## src/rtl/bus_responder_pkg.sv

```systemverilog
// Shared constants, decode type and write-merge helper for bus_responder.
package bus_responder_pkg;

  localparam logic [7:0] ADDR_GPIO      = 8'hF0;
  localparam logic [7:0] ADDR_TMR_COUNT = 8'hF1;
  localparam logic [7:0] ADDR_TMR_CMP   = 8'hF2;
  localparam logic [7:0] ADDR_TMR_CTRL  = 8'hF3;
  localparam logic [7:0] ADDR_ID        = 8'hF4;

  localparam logic [7:0] ID_VALUE = 8'h5A;

  localparam int unsigned CTRL_EN_BIT     = 0;
  localparam int unsigned CTRL_FLAG_BIT   = 1;
  localparam int unsigned CTRL_IRQ_EN_BIT = 2;

  // Which register region the current address selects.
  typedef enum logic [2:0] {
    SelNone,
    SelRam,
    SelGpio,
    SelCount,
    SelCmp,
    SelCtrl,
    SelId
  } region_e;

  // Bits set in wmask take wdata, the rest keep old_val.
  function automatic logic [7:0] masked_merge(input logic [7:0] old_val,
                                              input logic [7:0] wdata,
                                              input logic [7:0] wmask);
    return (old_val & ~wmask) | (wdata & wmask);
  endfunction

endpackage

```

## src/rtl/bus_responder_if.sv

```systemverilog
// CPU-side bus of bus_responder: address, per-bit write mask, write data and
// the registered read response.
interface bus_responder_if;
  logic [7:0] address;
  logic [7:0] write_enable;
  logic [7:0] write_data;
  logic [7:0] read_data;

  modport master (
    output address,
    output write_enable,
    output write_data,
    input  read_data
  );

  modport slave (
    input  address,
    input  write_enable,
    input  write_data,
    output read_data
  );
endinterface

```

## src/rtl/bus_timer.sv

```systemverilog
// Free-running 8-bit timer with compare match flag (write-1-to-clear) and
// interrupt enable. CPU writes arrive as per-register strobes plus mask/data.
module bus_timer
  import bus_responder_pkg::*;
(
  input  logic       clk_i,
  input  logic       rst_i,
  input  logic       count_we_i,
  input  logic       cmp_we_i,
  input  logic       ctrl_we_i,
  input  logic [7:0] wmask_i,
  input  logic [7:0] wdata_i,
  output logic [7:0] count_o,
  output logic [7:0] cmp_o,
  output logic [7:0] ctrl_o,
  output logic       irq_o
);

  logic [7:0] count_q, count_d;
  logic [7:0] cmp_q, cmp_d;
  logic       en_q, en_d;
  logic       flag_q, flag_d;
  logic       ie_q, ie_d;
  logic [7:0] count_inc;
  logic       match;

  // Next-state: CPU count write beats increment; a match set beats a W1C clear.
  always_comb begin
    count_d   = count_q;
    cmp_d     = cmp_q;
    en_d      = en_q;
    flag_d    = flag_q;
    ie_d      = ie_q;
    match     = 1'b0;
    count_inc = count_q + 8'd1;

    if (count_we_i) begin
      count_d = masked_merge(count_q, wdata_i, wmask_i);
    end else if (en_q) begin
      count_d = count_inc;
      match   = (count_inc == cmp_q);
    end

    if (cmp_we_i) begin
      cmp_d = masked_merge(cmp_q, wdata_i, wmask_i);
    end

    if (ctrl_we_i) begin
      en_d = (en_q & ~wmask_i[CTRL_EN_BIT]) | (wdata_i[CTRL_EN_BIT] & wmask_i[CTRL_EN_BIT]);
      ie_d = (ie_q & ~wmask_i[CTRL_IRQ_EN_BIT])
           | (wdata_i[CTRL_IRQ_EN_BIT] & wmask_i[CTRL_IRQ_EN_BIT]);
      if (wmask_i[CTRL_FLAG_BIT] && wdata_i[CTRL_FLAG_BIT]) begin
        flag_d = 1'b0;
      end
    end

    if (match) begin
      flag_d = 1'b1;
    end
  end

  // Timer state registers.
  always_ff @(posedge clk_i or posedge rst_i) begin
    if (rst_i) begin
      count_q <= '0;
      cmp_q   <= '0;
      en_q    <= 1'b0;
      flag_q  <= 1'b0;
      ie_q    <= 1'b0;
    end else begin
      count_q <= count_d;
      cmp_q   <= cmp_d;
      en_q    <= en_d;
      flag_q  <= flag_d;
      ie_q    <= ie_d;
    end
  end

  // Control readback; bits 7:3 are always zero.
  always_comb begin
    ctrl_o                  = '0;
    ctrl_o[CTRL_EN_BIT]     = en_q;
    ctrl_o[CTRL_FLAG_BIT]   = flag_q;
    ctrl_o[CTRL_IRQ_EN_BIT] = ie_q;
  end

  assign count_o = count_q;
  assign cmp_o   = cmp_q;
  assign irq_o   = flag_q & ie_q;

endmodule

```

## src/rtl/bus_responder.sv

```systemverilog
// Memory-mapped responder: RAM at 0x00, GPIO_OUT, ID and an optional timer.
// The timer block is present only when BUS_RESPONDER_TIMER_EN is defined;
// otherwise its addresses read 0x00, ignore writes and irq is tied low.
module bus_responder
  import bus_responder_pkg::*;
#(
  parameter int unsigned RAM_BYTES = 32
) (
  input  logic                  clock,
  input  logic                  reset,
  bus_responder_if.slave        bus,
  output logic [7:0]            gpio_out,
  output logic                  irq
);

  localparam int unsigned AW = $clog2(RAM_BYTES);

  region_e       sel;
  logic [AW-1:0] ram_idx;
  logic          wr_active;
  logic [7:0]    wr_merged;

  logic [7:0] read_data_q, read_data_d;
  logic [7:0] gpio_q, gpio_d;
  logic [7:0] ram_q [RAM_BYTES];
  logic [7:0] ram_d [RAM_BYTES];

  // Address decode; RAM wins below RAM_BYTES, no aliasing above it.
  always_comb begin
    sel = SelNone;
    if ({1'b0, bus.address} < 9'(RAM_BYTES)) begin
      sel = SelRam;
    end else begin
      case (bus.address)
        ADDR_GPIO:      sel = SelGpio;
        ADDR_TMR_COUNT: sel = SelCount;
        ADDR_TMR_CMP:   sel = SelCmp;
        ADDR_TMR_CTRL:  sel = SelCtrl;
        ADDR_ID:        sel = SelId;
        default:        sel = SelNone;
      endcase
    end
  end

  assign ram_idx   = bus.address[AW-1:0];
  assign wr_active = |bus.write_enable;

`ifdef BUS_RESPONDER_TIMER_EN
  logic [7:0] tmr_count;
  logic [7:0] tmr_cmp;
  logic [7:0] tmr_ctrl;

  bus_timer u_timer (
    .clk_i      (clock),
    .rst_i      (reset),
    .count_we_i (wr_active && (sel == SelCount)),
    .cmp_we_i   (wr_active && (sel == SelCmp)),
    .ctrl_we_i  (wr_active && (sel == SelCtrl)),
    .wmask_i    (bus.write_enable),
    .wdata_i    (bus.write_data),
    .count_o    (tmr_count),
    .cmp_o      (tmr_cmp),
    .ctrl_o     (tmr_ctrl),
    .irq_o      (irq)
  );
`else
  assign irq = 1'b0;
`endif

  // Read mux over pre-write state, so a read during a write returns old data.
  always_comb begin
    read_data_d = '0;
    unique case (sel)
      SelRam:   read_data_d = ram_q[ram_idx];
      SelGpio:  read_data_d = gpio_q;
      SelId:    read_data_d = ID_VALUE;
`ifdef BUS_RESPONDER_TIMER_EN
      SelCount: read_data_d = tmr_count;
      SelCmp:   read_data_d = tmr_cmp;
      SelCtrl:  read_data_d = tmr_ctrl;
`endif
      default:  read_data_d = '0;
    endcase
  end

  // Masked write into GPIO_OUT or one RAM byte.
  always_comb begin
    gpio_d    = gpio_q;
    ram_d     = ram_q;
    wr_merged = masked_merge(ram_q[ram_idx], bus.write_data, bus.write_enable);
    if (wr_active) begin
      if (sel == SelGpio) begin
        gpio_d = masked_merge(gpio_q, bus.write_data, bus.write_enable);
      end
      if (sel == SelRam) begin
        ram_d[ram_idx] = wr_merged;
      end
    end
  end

  // Responder state; reset clears RAM as well as the registers.
  always_ff @(posedge clock or posedge reset) begin
    if (reset) begin
      read_data_q <= '0;
      gpio_q      <= '0;
      for (int i = 0; i < RAM_BYTES; i++) begin
        ram_q[i] <= '0;
      end
    end else begin
      read_data_q <= read_data_d;
      gpio_q      <= gpio_d;
      ram_q       <= ram_d;
    end
  end

  assign bus.read_data = read_data_q;
  assign gpio_out      = gpio_q;

endmodule

```

## src/flat_wrapper.sv

```systemverilog
// flat-port wrapper written by rule: the top's interface ports become plain ports
module bus_responder_flat import bus_responder_pkg::*;
#(
  parameter int unsigned RAM_BYTES = 32
)
  (clock, reset, gpio_out, irq, bus_address, bus_write_enable, bus_write_data, bus_read_data);
  bus_responder_if bus_i ();
  input  logic clock;
  input  logic reset;
  output logic [7:0] gpio_out;
  output logic irq;
  input wire logic [$bits(bus_i.address)-1:0] bus_address;
  input wire logic [$bits(bus_i.write_enable)-1:0] bus_write_enable;
  input wire logic [$bits(bus_i.write_data)-1:0] bus_write_data;
  output wire logic [$bits(bus_i.read_data)-1:0] bus_read_data;
  assign bus_i.address = bus_address;
  assign bus_i.write_enable = bus_write_enable;
  assign bus_i.write_data = bus_write_data;
  assign bus_read_data = bus_i.read_data;
  bus_responder #(.RAM_BYTES(RAM_BYTES)) u_core (.clock(clock), .reset(reset), .bus(bus_i), .gpio_out(gpio_out), .irq(irq));
endmodule
```

## config.mk

```make
export PLATFORM = sky130hd
export DESIGN_NAME = bus_responder_flat
export DESIGN_NICKNAME = d
export VERILOG_FILES = /design/src/rtl/bus_responder_pkg.sv /design/src/rtl/bus_responder_if.sv /design/src/rtl/bus_timer.sv /design/src/rtl/bus_responder.sv /design/src/flat_wrapper.sv
export SDC_FILE = /design/constraint.sdc
export NUM_CORES = 1
export LEC_CHECK = 0
export BUFFER_PORTS_ARGS = -buffer_cell sky130_fd_sc_hd__buf_2
export CAP_MARGIN = 20
export CORE_AREA = 8 8 151 153
export CTS_CLUSTER_DIAMETER = 50
export CTS_CLUSTER_SIZE = 8
export DETAILED_ROUTE_END_ITERATION = 10
export DIE_AREA = 0 0 159 161
export PLACE_DENSITY = 0.78
export SKIP_LAST_GASP = 1
export SLEW_MARGIN = 20
export SYNTH_ARGS = -nofsm -noshare
export SYNTH_HDL_FRONTEND = slang
export SYNTH_SLANG_ARGS = --single-unit
```

## constraint.sdc

```tcl
create_clock -name clock -period 12.25 [get_ports clock]
set_input_delay 2.45 -clock clock [delete_from_list [all_inputs] [get_ports clock]]
set_output_delay 2.45 -clock clock [all_outputs]
set_load 0.05 [all_outputs]
```

# Word level (Yosys, flattened, before mapping)
# Cells that the tools add are included.
[word_totals]
regBits = 272
inputBits = 26
out_inout_bits = 17
word_cells = 65
[op_classes]
order_cmp = 3
eq_ne = 8
mux = 9
bitwise = 7
n_reduce_logical = 4
[ops]
columns = ["operator", "count"]
rows = [
  ["256-bit bitwise mux", 1],
  ["8-bit binary-select mux with 5-bit select", 1],
  ["8-bit demux with 5-bit select", 1],
  ["8-bit equality test, second input constant", 5],
  ["8-bit bitwise AND", 3],
  ["8-bit 2-to-1 mux", 3],
  ["8-bit case mux with 3 select lines", 1],
  ["8-bit OR", 2],
  ["3-bit case mux with 5 select lines", 1],
  ["8-bit by 6-bit < comparator with 1-bit output, second input constant", 1],
  ["8-bit NOT", 1],
  ["8-bit OR reduction", 1],
  ["6-bit greater-or-equal comparator, second input constant", 1],
  ["6-bit by 1-bit < comparator with 1-bit output, second input constant", 1],
  ["5-bit NOT with 6-bit output", 1],
  ["2-bit AND reduction", 2],
  ["3-bit by 1-bit equality test with 1-bit output, second input constant", 1],
  ["3-bit by 2-bit equality test with 1-bit output, second input constant", 1],
  ["3-bit equality test, second input constant", 1],
  ["3-bit 2-to-1 mux", 1],
  ["1-bit logical AND", 1],
]

# Logic depth before layout (Yosys ltp)
[depth]
ltp_word = 7
mapped_depth = 12
mapped_depth_nobuf = 5

# Least setup slack after synthesis
# No wires, ideal clock.
[synth_path]
kind = "input to register"
from = "input bus_address[0]"
to = "register u_core.ram_q[133] in the netlist's numbering"
setup_ps = 133
t_arrival_ps = 4366
required_ps = 12117
path_slack_ps = 7751
cell_stages = 9
path_buffers = 4
cell_sequence = "buf_6 buf_2 buf_2 mux2i_1 a22oi_1 a31o_2 o31ai_1 clkbuf_1 o21ai_0"
[synth_between]
elab_chain_len = 7
elab_cells_between_ends = 22
classes_between = "3 x order compare; 6 x eq/ne; 8 x mux; 3 x bitwise; 2 x reduce/logical"
[synth_lines]
columns = ["element", "line_no", "text"]
rows = [
  ["start, declared", "flat_wrapper.sv:12", "input wire logic [$bits(bus_i.address)-1:0] bus_address;"],
  ["5-bit NOT with 6-bit output (not written as such)", "bus_responder.sv:90, bus_responder.sv:96", ""],
  ["8-bit binary-select mux with 5-bit select", "bus_responder.sv:90", "wr_merged = masked_merge(ram_q[ram_idx], bus.write_data, bus.write_enable);"],
  ["8-bit 2-to-1 mux (not written as such) (2 in series)", "bus_responder.sv:90", ""],
  ["8-bit bitwise AND", "bus_responder_pkg.sv:31", "return (old_val & ~wmask) | (wdata & wmask);"],
  ["8-bit OR", "bus_responder_pkg.sv:31", ""],
  ["256-bit bitwise mux", "bus_responder.sv:96", "ram_d[ram_idx] = wr_merged;"],
  ["end signal, assigned", "bus_responder.sv:112", "ram_q <= ram_d;"],
  ["end, declared", "bus_responder.sv:25", "logic [7:0] ram_q [RAM_BYTES];"],
]
# Several ways; a longest one is shown, not always the timed one. The select of a mux whose other input is x is not followed.
# A chain may end at the register's enable or synchronous reset.

# Worst setup path after layout
[layout_path]
from = "input bus_address[0]"
to = "register u_core.ram_q[71] in the netlist's numbering"
# Same word-level chain as after synthesis.

==> metrics <==
final setup vio count 0; Seq/Total Area, Yosys 55.1%; pre-CTS setup slack 6.07 ns; Max Root-Sink Buffers 3; DRC viols 0; WL per Instance 21.8 um; Synth Area in XOR/XNOR 0%; Final ANT Viol Nets 0; CTS tree yes; hpwl dp 20400 um; vias in the first global route 9547; Worst setup EP type flip-flop; vias per cell 6.35; clock root buffer clkbuf_16; First-pass DRT Iterations 5; outcome completed; min Tclk post-route 5.68 ns; Max Freq 176 MHz; clock slew seen by the registers of the worst setup and hold paths 0.05 ns; H-tree depth 2; simple-gate share of the synthesized area 10.5%; Pwr per Cell Area 163 nW/um2; dpl cell area 12700 um2; Post-Route Setup TNS 0 ns; Cell Rows 53; async set-reset flop share out of synthesis 100%; multi-input gate area in the final layout 5100 um2; largest net degree at the start of global routing 131; Total Routed Length 32200 um; Nets 1225; Worst Hold Slack 0.473 ns; 1st-iter DRT viols 794; RePlAce Congestion 0.847; worst setup path endpoint u_core.ram_q[71]$_DFFE_PP0P_; FF-to-FF End u_core.ram_q[67]$_DFFE_PP0P_; DR vias 9367; register bit count reported by yosys 272; Final Max Tran Viols 0; complex-gate fraction of the synthesized area 17.8%; Reg2Reg Depth 5; synthesized area 12400 um2; ys flop type dfrtp_1; clk sinks 272; Critical Path Start Type input pin; CTS buffer count 39; worst endpoint required time 12.60 ns; Initial Utilization 60.1%; cell breakdown of the critical path buf_4 -> buf_4 -> mux4_2 -> o22ai_2 -> nor3_1 -> a32oi_2 -> buf_4 -> a31oi_1; post-synthesis mux area share 12.4%; RSZ-0062 raised after global routing false; worst setup path startpoint bus_address[0]; Leak Pwr 6.24 nW; Peak VDD IR 0.115 mV; GRT Overall Usage 25.3%; HP Class reg -> reg; antenna violations before repair 0; mean post-synth cell area 10.4 um2; Seq. cell area 6810 um2; first-pass GRT wire length 51900 um; Synth top area share 55.1%; postcts setup bufs 0; Max-Cap Viols 0; cell repeated most along the worst path buf_4; Die Y-Extent 161 um; CORE AREA 20600 um2; Final Cycle Share 46.3%; Rel. slew slack 22.3%; n_diodes 0; stages on the worst setup path 8; Post-Synth Adder-Cell Area 0%; die area 25600 um2; grt total ovfl 0; reg2reg start u_core.ram_q[11]$_DFFE_PP0P_; CP max stage delay 0.83 ns; hold_buf cts 0; share of cells above drive strength 1 15.3%; Worst Path Max Fanout 51; combinational family with the most area after synthesis compound AO/OA/AOI/OAI gates; post-route cell area 13700 um2; port bufs 41; cts repair resizes 0; Post-Synthesis Cells 1191; clock latency at the later pin of the worst-skew pair 0.51 ns; Syn. warnings 0; CP top delay family buffers and inverters; number of flops mapped to enable cells by yosys 0; Worst Path Buf+Inv 3; class of the most critical setup path in -> reg; dominant cell type by area after synthesis dfrtp_1; Area contributors post-synth dfrtp_1, o21ai_0, nand2_1; Mapped Nets 1217; Die Wd 159 um; clk_skew 0.0136 ns; number of fillers in the final layout 1575; post-layout util 66.7%; Synth cell types 51; setup ws final 6.57 ns; Worst-Margin Slew 1.16 ns; Critical Path AT 6.03 ns; Syn-to-layout area delta 11.0%; worst reg2reg setup slack 9.49 ns; final hold viol count 0; I/O pin cnt 43; Slowest-stage cell, CP buf_4
## where the power goes
part / internal [mW] / switching, mW / total (mW)
clock network: 0.581 / 0.359 / 0.940
logic: 0.0961 / 0.158 / 0.254
registers: 0.988 / 0.0483 / 1.04
total: 1.67 / 0.565 / 2.23
## cell type report
| class | count | share of cell area, % |
|---|---|---|
| multi-input combinational | 811 | 37.2 |
| tap | 275 | 2.51 |
| sequential | 272 | 49.6 |
| clock buffer | 41 | 7.48 |
| inverter | 12 | 0.383 |
| timing repair buffer | 63 | 2.75 |
## sequential cells by signal, summed over array words and instances, names as in the netlist, named ones only
signal                cells
u_core.bus.read_data      8
u_core.ram_q            256
## synth_stat cells, drive strengths merged (3+ instances only)
cell type  count
nand2        277
dfrtp        272
o21ai        248
clkbuf        59
mux2i         52
buf           37
mux4          36
a21oi         35
a31oi         26
a22oi         18
mux2          18
nor2          13
inv           11
nand2b         9
o22ai          9
a31o           6
nand3          6
nor3           6
a221o          5
a22o           5
a221oi         4
o311ai         4
a2111oi        3
a21o           3
nor2b          3
## per-stage QoR
step / power, mW / cells
after floorplan: 1.22 / 1191
after global placement: 1.28 / 1432
after detailed placement: 1.30 / 1433
after CTS: 2.23 / 1474
after global routing: 2.31 / 1474
final: 2.23 / 1474
## kinds of logic after synthesis
group | Yosys count
muxes | 106
and+or+nand+nor | 324
buffers and inverters | 108
other | 1
DFF | 272
AOI/OAI and AO/OA | 380
## placed cells by master (no fill, tap or decap), drive strengths merged, types with 6 or more instances in the layout
cell type / netlist / final
a21oi: 35 / 35
a22oi: 18 / 18
a31o: 6 / 6
a31oi: 26 / 26
buf: 37 / 63
clkbuf: 59 / 41
dfrtp: 272 / 272
inv: 11 / 11
mux2: 18 / 18
mux2i: 52 / 52
mux4: 36 / 36
nand2: 277 / 277
nand2b: 9 / 9
nand3: 6 / 6
nor2: 13 / 13
nor3: 6 / 6
o21ai: 248 / 248
o22ai: 9 / 9
## worst min path at each step
stage,cells past startpoint,from,slack (ns),end
floorplan,2,u_core.ram_q[113]$_DFFE_PP0P_,0.44,u_core.ram_q[113]$_DFFE_PP0P_
global placement,2,u_core.ram_q[221]$_DFFE_PP0P_,0.46,u_core.ram_q[221]$_DFFE_PP0P_
detailed placement,2,u_core.ram_q[13]$_DFFE_PP0P_,0.47,u_core.ram_q[13]$_DFFE_PP0P_
CTS,2,u_core.ram_q[13]$_DFFE_PP0P_,0.48,u_core.ram_q[13]$_DFFE_PP0P_
global route,2,u_core.ram_q[33]$_DFFE_PP0P_,0.49,u_core.ram_q[33]$_DFFE_PP0P_
finish,2,u_core.ram_q[13]$_DFFE_PP0P_,0.47,u_core.ram_q[13]$_DFFE_PP0P_
## routing by layer
layer	vias up	track usage [%]	wire length [um]
met4	0	11.3	1140
met3	84	6.52	2840
met2	443	39.2	14700
li1	4221	-	-
met5	-	0	0
met1	4619	33.4	13500
## worst register-to-register path: cells and delay by family, from the launching register on
kind	cells	cell delay (ns)
AOI/OAI and AO/OA	4	1.74
muxes	1	0.46
DFF	1	0.38
Note: power is estimated with default switching activity, not from simulation.
